File: src/rtl/note_judge_pkg.sv
// Shared types and constants for the note judging slice: judgment codes,
// screen geometry, lane indices and small arithmetic helpers.
package note_judge_pkg;

    localparam int POS_W    = 11;
    localparam int SCREEN_H = 1080;
    localparam int NOTE_H   = 50;

    // Column indices, matching the {R,D,U,L} bit order of active/btn/clear.
    localparam int COL_L = 0;
    localparam int COL_U = 1;
    localparam int COL_D = 2;
    localparam int COL_R = 3;

    typedef enum logic [1:0] {
        J_NONE    = 2'd0,
        J_PERFECT = 2'd1,
        J_GOOD    = 2'd2,
        J_MISS    = 2'd3
    } judge_t;

    // Unsigned distance between two positions.
    function automatic logic [POS_W-1:0] abs_diff(input logic [POS_W-1:0] a,
                                                  input logic [POS_W-1:0] b);
        return (a >= b) ? (a - b) : (b - a);
    endfunction

    // Number of set bits in a lane vector.
    function automatic logic [2:0] popcount4(input logic [3:0] v);
        logic [2:0] n;
        n = 3'd0;
        for (int i = 0; i < 4; i++) begin
            n = n + {2'b00, v[i]};
        end
        return n;
    endfunction

endpackage

File: src/rtl/note_judge_if.sv
// Bundle between the gameplay/column stage, the pads and the judge.
// master drives note positions, pads and strobes; slave is the judge.
interface note_judge_if;
    import note_judge_pkg::*;

    logic             frame;
    logic             start;
    logic [POS_W-1:0] pos_l;
    logic [POS_W-1:0] pos_u;
    logic [POS_W-1:0] pos_d;
    logic [POS_W-1:0] pos_r;
    logic [3:0]       active;
    logic [3:0]       btn;
    logic [3:0]       clear;
    logic             judge_vld;
    judge_t           judge;
    logic [15:0]      score;
    logic [9:0]       combo;
    logic [9:0]       max_combo;

    modport master (
        output frame, start, pos_l, pos_u, pos_d, pos_r, active, btn,
        input  clear, judge_vld, judge, score, combo, max_combo
    );

    modport slave (
        input  frame, start, pos_l, pos_u, pos_d, pos_r, active, btn,
        output clear, judge_vld, judge, score, combo, max_combo
    );

endinterface

File: src/rtl/note_judge_lane.sv
// One column of the judge: pad synchronizer and rise detector, distance to
// the target line, armed flag and the registered clear pulse. The one-hot
// perfect/good/miss outputs are combinational and registered by the top.
module note_judge_lane
    import note_judge_pkg::*;
#(
    parameter int TARGET_Y    = 900,
    parameter int PERFECT_WIN = 16,
    parameter int GOOD_WIN    = 48
) (
    input  logic             clk,
    input  logic             rst,
    input  logic             frame,
    input  logic             active,
    input  logic             btn,
    input  logic [POS_W-1:0] pos,
    output logic             perfect,
    output logic             good,
    output logic             miss,
    output logic             clear
);

    localparam logic [POS_W-1:0] TGT_L  = POS_W'(TARGET_Y);
    localparam logic [POS_W-1:0] PWIN_L = POS_W'(PERFECT_WIN);
    localparam logic [POS_W-1:0] GWIN_L = POS_W'(GOOD_WIN);
    localparam logic [POS_W-1:0] LATE_L = POS_W'(TARGET_Y + GOOD_WIN);

    logic             sync1_r;
    logic             sync2_r;
    logic             sync3_r;
    logic             armed_r;
    logic             clear_r;
    logic             press_s;
    logic [POS_W-1:0] dist_s;
    logic             hit_s;
    logic             late_s;
    logic             perfect_s;
    logic             good_s;
    logic             miss_s;
    logic             event_s;

    // Two-flop synchronizer on the raw pad plus one delay stage for edge detect.
    always_ff @(posedge clk or negedge rst) begin
        if (!rst) begin
            sync1_r <= 1'b0;
            sync2_r <= 1'b0;
            sync3_r <= 1'b0;
        end else begin
            sync1_r <= btn;
            sync2_r <= sync1_r;
            sync3_r <= sync2_r;
        end
    end

    // Judge a press by distance; a late note on a frame strobe is a miss.
    // A late note is always beyond the GOOD window, so a same-cycle press
    // on it is ignored and the miss wins.
    always_comb begin
        press_s   = sync2_r & ~sync3_r;
        dist_s    = abs_diff(pos, TGT_L);
        hit_s     = active & armed_r & press_s;
        late_s    = (pos > LATE_L) ? 1'b1 : 1'b0;
        perfect_s = hit_s & (dist_s <= PWIN_L);
        good_s    = hit_s & (dist_s > PWIN_L) & (dist_s <= GWIN_L);
        miss_s    = frame & active & armed_r & late_s;
        event_s   = perfect_s | good_s | miss_s;
    end

    // Lane disarms once its note is judged and re-arms whenever the column is empty.
    always_ff @(posedge clk or negedge rst) begin
        if (!rst) begin
            armed_r <= 1'b1;
            clear_r <= 1'b0;
        end else begin
            clear_r <= event_s;
            if (!active) begin
                armed_r <= 1'b1;
            end else if (event_s) begin
                armed_r <= 1'b0;
            end else begin
                armed_r <= armed_r;
            end
        end
    end

    assign perfect = perfect_s;
    assign good    = good_s;
    assign miss    = miss_s;
    assign clear   = clear_r;

endmodule

File: src/rtl/note_judge.sv
// Note judge top: four lanes in parallel, per-cycle judgment counts,
// saturating score and combo, max combo tracking and the judge register.
module note_judge
    import note_judge_pkg::*;
#(
    parameter int TARGET_Y    = 900,
    parameter int PERFECT_WIN = 16,
    parameter int GOOD_WIN    = 48,
    parameter int PTS_PERFECT = 3,
    parameter int PTS_GOOD    = 1
) (
    input  logic       clk,
    input  logic       rst,
    note_judge_if.slave bus
);

    localparam logic [16:0] PTS_P_L   = 17'(PTS_PERFECT);
    localparam logic [16:0] PTS_G_L   = 17'(PTS_GOOD);
    localparam logic [10:0] COMBO_MAX = 11'd1023;

    logic [POS_W-1:0] pos_s [4];
    logic [3:0]       perfect_s;
    logic [3:0]       good_s;
    logic [3:0]       miss_s;
    logic [3:0]       clear_s;
    logic [2:0]       n_p_s;
    logic [2:0]       n_g_s;
    logic [2:0]       n_m_s;
    logic             any_s;
    logic [16:0]      score_sum_s;
    logic [15:0]      score_nxt_s;
    logic [10:0]      combo_base_s;
    logic [10:0]      combo_sum_s;
    logic [9:0]       combo_nxt_s;
    logic [9:0]       max_nxt_s;
    judge_t           judge_nxt_s;

    logic [15:0]      score_r;
    logic [9:0]       combo_r;
    logic [9:0]       max_combo_r;
    judge_t           judge_r;
    logic             judge_vld_r;

    assign pos_s[COL_L] = bus.pos_l;
    assign pos_s[COL_U] = bus.pos_u;
    assign pos_s[COL_D] = bus.pos_d;
    assign pos_s[COL_R] = bus.pos_r;

    for (genvar c = 0; c < 4; c++) begin : g_lane
        note_judge_lane #(
            .TARGET_Y    (TARGET_Y),
            .PERFECT_WIN (PERFECT_WIN),
            .GOOD_WIN    (GOOD_WIN)
        ) u_lane (
            .clk     (clk),
            .rst     (rst),
            .frame   (bus.frame),
            .active  (bus.active[c]),
            .btn     (bus.btn[c]),
            .pos     (pos_s[c]),
            .perfect (perfect_s[c]),
            .good    (good_s[c]),
            .miss    (miss_s[c]),
            .clear   (clear_s[c])
        );
    end

    // Aggregate lane results into next score, combo, max combo and judgment.
    always_comb begin
        n_p_s        = popcount4(perfect_s);
        n_g_s        = popcount4(good_s);
        n_m_s        = popcount4(miss_s);
        any_s        = |{perfect_s, good_s, miss_s};
        score_sum_s  = {1'b0, score_r} + (17'(n_p_s) * PTS_P_L) + (17'(n_g_s) * PTS_G_L);
        score_nxt_s  = score_sum_s[16] ? 16'hFFFF : score_sum_s[15:0];
        combo_base_s = (n_m_s != 3'd0) ? 11'd0 : {1'b0, combo_r};
        combo_sum_s  = combo_base_s + 11'(n_p_s) + 11'(n_g_s);
        combo_nxt_s  = (combo_sum_s > COMBO_MAX) ? 10'd1023 : combo_sum_s[9:0];
        max_nxt_s    = (combo_nxt_s > max_combo_r) ? combo_nxt_s : max_combo_r;
        if (n_m_s != 3'd0) begin
            judge_nxt_s = J_MISS;
        end else if (n_g_s != 3'd0) begin
            judge_nxt_s = J_GOOD;
        end else begin
            judge_nxt_s = J_PERFECT;
        end
    end

    // Score/combo state; start wipes the song totals and outranks same-cycle judgments.
    always_ff @(posedge clk or negedge rst) begin
        if (!rst) begin
            score_r     <= 16'd0;
            combo_r     <= 10'd0;
            max_combo_r <= 10'd0;
            judge_r     <= J_NONE;
            judge_vld_r <= 1'b0;
        end else if (bus.start) begin
            score_r     <= 16'd0;
            combo_r     <= 10'd0;
            max_combo_r <= 10'd0;
            judge_r     <= J_NONE;
            judge_vld_r <= 1'b0;
        end else if (any_s) begin
            score_r     <= score_nxt_s;
            combo_r     <= combo_nxt_s;
            max_combo_r <= max_nxt_s;
            judge_r     <= judge_nxt_s;
            judge_vld_r <= 1'b1;
        end else begin
            judge_vld_r <= 1'b0;
        end
    end

    assign bus.clear     = clear_s;
    assign bus.judge_vld = judge_vld_r;
    assign bus.judge     = judge_r;
    assign bus.score     = score_r;
    assign bus.combo     = combo_r;
    assign bus.max_combo = max_combo_r;

endmodule
File: src/flat_wrapper.sv
// flat-port wrapper written by rule: the top's interface ports become plain ports
module note_judge_flat import note_judge_pkg::*;
#(
    parameter int TARGET_Y    = 900,
    parameter int PERFECT_WIN = 16,
    parameter int GOOD_WIN    = 48,
    parameter int PTS_PERFECT = 3,
    parameter int PTS_GOOD    = 1
)
  (clk, rst, bus_frame, bus_start, bus_pos_l, bus_pos_u, bus_pos_d, bus_pos_r, bus_active, bus_btn, bus_clear, bus_judge_vld, bus_judge, bus_score, bus_combo, bus_max_combo);
  note_judge_if bus_i ();
  input  logic clk;
  input  logic rst;
  input wire logic [$bits(bus_i.frame)-1:0] bus_frame;
  input wire logic [$bits(bus_i.start)-1:0] bus_start;
  input wire logic [$bits(bus_i.pos_l)-1:0] bus_pos_l;
  input wire logic [$bits(bus_i.pos_u)-1:0] bus_pos_u;
  input wire logic [$bits(bus_i.pos_d)-1:0] bus_pos_d;
  input wire logic [$bits(bus_i.pos_r)-1:0] bus_pos_r;
  input wire logic [$bits(bus_i.active)-1:0] bus_active;
  input wire logic [$bits(bus_i.btn)-1:0] bus_btn;
  output wire logic [$bits(bus_i.clear)-1:0] bus_clear;
  output wire logic [$bits(bus_i.judge_vld)-1:0] bus_judge_vld;
  output wire logic [$bits(bus_i.judge)-1:0] bus_judge;
  output wire logic [$bits(bus_i.score)-1:0] bus_score;
  output wire logic [$bits(bus_i.combo)-1:0] bus_combo;
  output wire logic [$bits(bus_i.max_combo)-1:0] bus_max_combo;
  assign bus_i.frame = bus_frame;
  assign bus_i.start = bus_start;
  assign bus_i.pos_l = bus_pos_l;
  assign bus_i.pos_u = bus_pos_u;
  assign bus_i.pos_d = bus_pos_d;
  assign bus_i.pos_r = bus_pos_r;
  assign bus_i.active = bus_active;
  assign bus_i.btn = bus_btn;
  assign bus_clear = bus_i.clear;
  assign bus_judge_vld = bus_i.judge_vld;
  assign bus_judge = bus_i.judge;
  assign bus_score = bus_i.score;
  assign bus_combo = bus_i.combo;
  assign bus_max_combo = bus_i.max_combo;
  note_judge #(.TARGET_Y(TARGET_Y), .PERFECT_WIN(PERFECT_WIN), .GOOD_WIN(GOOD_WIN), .PTS_PERFECT(PTS_PERFECT), .PTS_GOOD(PTS_GOOD)) u_core (.clk(clk), .rst(rst), .bus(bus_i));
endmodule
File: config.mk
export PLATFORM = sky130hd
export DESIGN_NAME = note_judge_flat
export DESIGN_NICKNAME = d
export VERILOG_FILES = /design/src/rtl/note_judge_pkg.sv /design/src/rtl/note_judge_if.sv /design/src/rtl/note_judge_lane.sv /design/src/rtl/note_judge.sv /design/src/flat_wrapper.sv
export SDC_FILE = /design/constraint.sdc
export NUM_CORES = 1
export LEC_CHECK = 0
export CAP_MARGIN = 20
export CORE_UTILIZATION = 45
export CTS_BUF_LIST = sky130_fd_sc_hd__clkbuf_2
export DETAILED_ROUTE_END_ITERATION = 8
export PLACE_DENSITY = 0.7
export SLEW_MARGIN = 20
export SYNTH_ARGS = -nofsm -noshare
export SYNTH_HDL_FRONTEND = slang
export SYNTH_SLANG_ARGS = --single-unit
File: constraint.sdc
create_clock -name clk -period 7.77 [get_ports clk]
set_input_delay 1.9425 -clock clk [delete_from_list [all_inputs] [get_ports clk]]
set_output_delay 1.9425 -clock clk [all_outputs]
set_load 0.05 [all_outputs]
==> results.py <==
metrics = {
    "global_routing": {
        "wire_length_of_the_first_global_routing_pass_um": 27300,
        "grt_util_overall_pct": 26.2,
        "grt_overflow": 0,
        "via_count_of_the_first_global_routing_pass": 5922,
        "grt_antenna_before_repair": 0,
        "grt_max_degree": 60,
    },
    "floorplan": {
        "die_footprint_mm2": 0.0128,
        "dieWidth_um": 113,
        "floorplan.rows": 40,
        "initial_core_util_pct": 46.2,
        "die_height_um": 113,
        "coreArea_mm2": 0.0121,
        "floorplan.io_pins": 99,
    },
    "power_and_ir_drop": {
        "ir_drop_uv": 399,
        "total_power_of_the_final_layout_mw": 1.42,
        "power.density_mw_per_mm2": 168,
        "cellLeakagePower_nw": 3.86,
    },
    "clock_tree": {
        "clkSinkCount": 59,
        "number_of_cts_inserted_buffers": 9,
        "tritoncts": "yes",
        "max-clock-path-buffers": 2,
        "clk_pin_slew_worst_paths_ns": 0.17,
        "cell_at_the_root_of_the_clock_tree": "sky130_fd_sc_hd__clkbuf_2",
        "insertion_delay_ns": 0.51,
        "number_of_h_tree_levels": 3,
    },
    "setup_path": {
        "critPathMaxFanout": 9,
        "timing.critical_path.buf_inv": 7,
        "crit_family": "adder cells",
        "cp.required_ns": 8.14,
        "setup.reg_to_reg.worst_slack_ns": 1.70,
        "crit_type": "in -> reg",
        "worst_path_max_delay_cell": "sky130_fd_sc_hd__fa_1",
        "worstReg2RegEnd": "u_core.bus.max_combo[9]",
        "worstPathArrival_ns": 8.15,
        "rr_worst_depth": 27,
        "critical_path.max_stage_delay_ns": 0.55,
        "depth_of_the_critical_timing_path_with_buffers_and_inverters_included": 28,
        "setup.worst_path.start_class": "input port",
        "path_common_cell": "sky130_fd_sc_hd__buf_4",
        "endpoint": "u_core.bus.max_combo[9]",
        "worst_setup_path_startpoint": "bus_pos_u[6]",
        "timing.rr.start": "u_core.g_lane[1].u_lane.armed_r",
        "critical_path.endpoint_type": "flop",
    },
    "route": {
        "drt-wirelength-per-cell_um": 15.6,
        "drtIter0Drc": 336,
        "route.detailed.drc": 0,
        "wirelength_um": 17100,
        "number_of_vias_per_cell": 5.61,
        "dr_total_vias": 6131,
        "detail_route.first_pass.iterations": 5,
        "antenna_left": 0,
    },
    "synthesis": {
        "synth_edf_count": 0,
        "synth.yosys.seq_area_share_pct": 26.6,
        "synthDistinctLibCells": 74,
        "postSynthRegisterBits": 59,
        "post_synth_inst_count": 668,
        "synth.avg_cell_area_um2": 8.35,
        "synth_top_area_cell": "sky130_fd_sc_hd__dfrtp_1",
        "largest_cells_by_area_after_synthesis": "sky130_fd_sc_hd__dfrtp_1 25%, sky130_fd_sc_hd__ha_1 11%, sky130_fd_sc_hd__inv_1 4.7%, sky130_fd_sc_hd__a21oi_1 4.2%, sky130_fd_sc_hd__fa_1 3.9%",
        "syn_area_mm2": 0.00558,
        "synth_top_cell_area_share_pct": 24.7,
        "yosys_warnings": 0,
        "synth_async_sr_flop_share_pct": 100,
        "synth_ff_type": "sky130_fd_sc_hd__dfrtp_1",
        "synthesis.nets": 782,
    },
    "layout": {
        "fill_cells": 966,
        "flow.area_growth_from_synthesis_pct": 51.4,
        "footprint_of_the_flip_flops_and_latches_mm2": 0.00148,
        "multiInputGateArea_mm2": 0.00407,
        "layout.nets": 1034,
        "layout_commonest_cell": "sky130_fd_sc_hd__buf_4",
        "final_core_util_pct": 70.0,
        "finish.instance_area_mm2": 0.00844,
        "drive_above_1_share_pct": 32.8,
        "insertedDiodeCount": 0,
        "commonest_cells_after_routing_fill_and_taps_aside": "172 x sky130_fd_sc_hd__buf_4, 82 x sky130_fd_sc_hd__clkdlybuf4s50_1, 65 x sky130_fd_sc_hd__inv_1",
    },
    "timing": {
        "tightestPinTransition_ns": 0.791,
        "rsz0062_at_grt": "yes",
        "setup_viol": 1,
        "share_of_the_clock_period_used_by_the_worst_path_pct": 100,
        "max_clock_freq_ghz": 0.128,
        "setup_total_negative_slack_ns": -0.0164,
        "worst_setup_slack_after_layout_ns": -0.0164,
        "max-slew-margin-rel_pct": 47.1,
        "finalMaxSlewViolations": 0,
        "finalHoldViolCount": 0,
        "post_layout_min_period_ns": 7.79,
        "fin_worst_skew_ns": 0.0215,
    },
    "min_path": {
        "hold_class": "reg -> reg",
    },
    "flow_run": {
        "cap_viol_max_count": 0,
    },
    "placed_design": {
        "io_buffer_count": 98,
        "post-dp-hpwl_um": 12800,
        "place.gp.congestion": 0.911,
        "detailed_place.area_mm2": 0.00790,
    },
    "outcome": {
        "run_status": "complete, but fails checks",
        "violations": "setup timing",
    },
}
-- Yosys cell counts, types with 6 or more instances --
| cell type | n |
|---|---|
| sky130_fd_sc_hd__inv_1 | 70 |
| sky130_fd_sc_hd__and3_1 | 15 |
| sky130_fd_sc_hd__a211oi_1 | 7 |
| sky130_fd_sc_hd__o211ai_1 | 8 |
| sky130_fd_sc_hd__o21a_1 | 6 |
| sky130_fd_sc_hd__a21o_1 | 8 |
| sky130_fd_sc_hd__fa_1 | 11 |
| sky130_fd_sc_hd__clkbuf_1 | 17 |
| sky130_fd_sc_hd__nor2_1 | 52 |
| sky130_fd_sc_hd__xnor2_1 | 11 |
| sky130_fd_sc_hd__or3_1 | 6 |
| sky130_fd_sc_hd__nor4_1 | 8 |
| sky130_fd_sc_hd__ha_1 | 47 |
| sky130_fd_sc_hd__nor3_1 | 43 |
| sky130_fd_sc_hd__mux2i_1 | 11 |
| sky130_fd_sc_hd__o2111ai_1 | 9 |
| sky130_fd_sc_hd__a31oi_1 | 11 |
| sky130_fd_sc_hd__nand2_1 | 34 |
| sky130_fd_sc_hd__a311oi_1 | 11 |
| sky130_fd_sc_hd__xor2_1 | 11 |
| sky130_fd_sc_hd__o31ai_1 | 8 |
| sky130_fd_sc_hd__o21ai_0 | 27 |
| sky130_fd_sc_hd__nand4_1 | 6 |
| sky130_fd_sc_hd__a21oi_1 | 47 |
| sky130_fd_sc_hd__nor2b_1 | 6 |
| sky130_fd_sc_hd__buf_2 | 8 |
| sky130_fd_sc_hd__nand3_1 | 17 |
| sky130_fd_sc_hd__nand2b_1 | 8 |
| sky130_fd_sc_hd__dfrtp_1 | 55 |
-- stage by stage --
stage                     hold WS [ns]  std cells  setup WS, ns
final                            0.352       1093       -0.0164
after global routing             0.384       1093        -0.218
after CTS                        0.353       1087       0.00281
after detailed placement         0.337       1063        -0.967
after global placement           0.337       1063        -0.709
after floorplan                  0.331        668        -0.304
-- cell type report --
| type | count | area share (%) |
|---|---|---|
| repair buffers | 275 | 27.3 |
| clock buffers | 10 | 0.593 |
| inverters | 72 | 3.23 |
| multi-input cells | 503 | 48.2 |
| flip-flops and latches | 59 | 17.5 |
| clock inverters | 6 | 0.667 |
| well taps | 168 | 2.49 |
-- worst min-delay path by stage --
stage                                       to  slack [ns]  cells past startpoint                             from
5_1_grt        u_core.g_lane[0].u_lane.sync2_r        0.38                      0  u_core.g_lane[0].u_lane.sync1_r
3_3_place_gp   u_core.g_lane[1].u_lane.sync2_r        0.34                      0  u_core.g_lane[1].u_lane.sync1_r
2_1_floorplan  u_core.g_lane[0].u_lane.sync2_r        0.33                      0  u_core.g_lane[0].u_lane.sync1_r
4_1_cts        u_core.g_lane[0].u_lane.sync2_r        0.35                      0  u_core.g_lane[0].u_lane.sync1_r
3_5_place_dp   u_core.g_lane[1].u_lane.sync2_r        0.34                      0  u_core.g_lane[1].u_lane.sync1_r
6_report       u_core.g_lane[0].u_lane.sync2_r        0.35                      0  u_core.g_lane[0].u_lane.sync1_r
-- sequential cells by signal (all words and copies together) (netlist names) --
name                          flops
u_core.bus.score                 16
u_core.g_lane.u_lane.sync2_r      4
u_core.g_lane.u_lane.armed_r      4
u_core.bus.judge                  2
u_core.g_lane.u_lane.clear        4
u_core.g_lane.u_lane.sync1_r      4
u_core.g_lane.u_lane.sync3_r      4
u_core.bus.max_combo             10
u_core.bus.combo                 10
u_core.bus.judge_vld              1
-- timing repair --
item                                    CTS  global route
hold buffers                              0             0
pin swaps                                36            42
setup buffers                             9             7
endpoints found under the setup margin   21            17
gates resized for setup                  67            59
-- layer usage --
layer | up-vias | global-route usage [%] | part of all wire, %
met5 | - | 0 | 0
met4 | 0 | 8.07 | 1.5
met3 | 25 | 3.59 | 4.7
met2 | 169 | 45.1 | 50
met1 | 2969 | 34.1 | 44
li1 | 2968 | - | -
-- power by group --
group / internal (mW) / switching, mW
registers: 0.343 / 0.0352
clock network: 0.0729 / 0.117
logic: 0.360 / 0.487
total: 0.776 / 0.639
-- logic make-up after synthesis --
logic type	after synthesis	share of synthesized area [%]
AOI/OAI and AO/OA	186	24.0
adders and majority gates	58	14.5
muxes	11	1.97
xor gates and xnor gates	22	3.46
DFF	59	26.6
buffers and inverters	106	7.92
and+or+nand+nor	226	21.6
-- worst reg2reg max path: stages (launching register included) --
cell and delay (ns):
sky130_fd_sc_hd__dfstp_2 0.58, sky130_fd_sc_hd__and4b_1 0.24, sky130_fd_sc_hd__o2111a_1 0.18, sky130_fd_sc_hd__a32oi_1 0.06
sky130_fd_sc_hd__a311o_2 0.37, sky130_fd_sc_hd__nor4_4 0.23, sky130_fd_sc_hd__buf_4 0.16, sky130_fd_sc_hd__ha_4 0.19
sky130_fd_sc_hd__fa_2 0.35, sky130_fd_sc_hd__ha_4 0.29, sky130_fd_sc_hd__inv_4 0.04, sky130_fd_sc_hd__fa_1 0.55
sky130_fd_sc_hd__inv_2 0.05, sky130_fd_sc_hd__ha_4 0.16, sky130_fd_sc_hd__a21o_1 0.18, sky130_fd_sc_hd__a21oi_2 0.17
sky130_fd_sc_hd__nor2b_2 0.09, sky130_fd_sc_hd__nor4_1 0.41, sky130_fd_sc_hd__a21oi_2 0.13, sky130_fd_sc_hd__ha_1 0.33
sky130_fd_sc_hd__nand4_1 0.17, sky130_fd_sc_hd__nor3_2 0.07, sky130_fd_sc_hd__buf_4 0.13, sky130_fd_sc_hd__buf_4 0.12
sky130_fd_sc_hd__buf_4 0.14, sky130_fd_sc_hd__a21o_4 0.26, sky130_fd_sc_hd__o21ai_1 0.19, sky130_fd_sc_hd__a21oi_2 0.08
(Power assumes the default switching activity.)
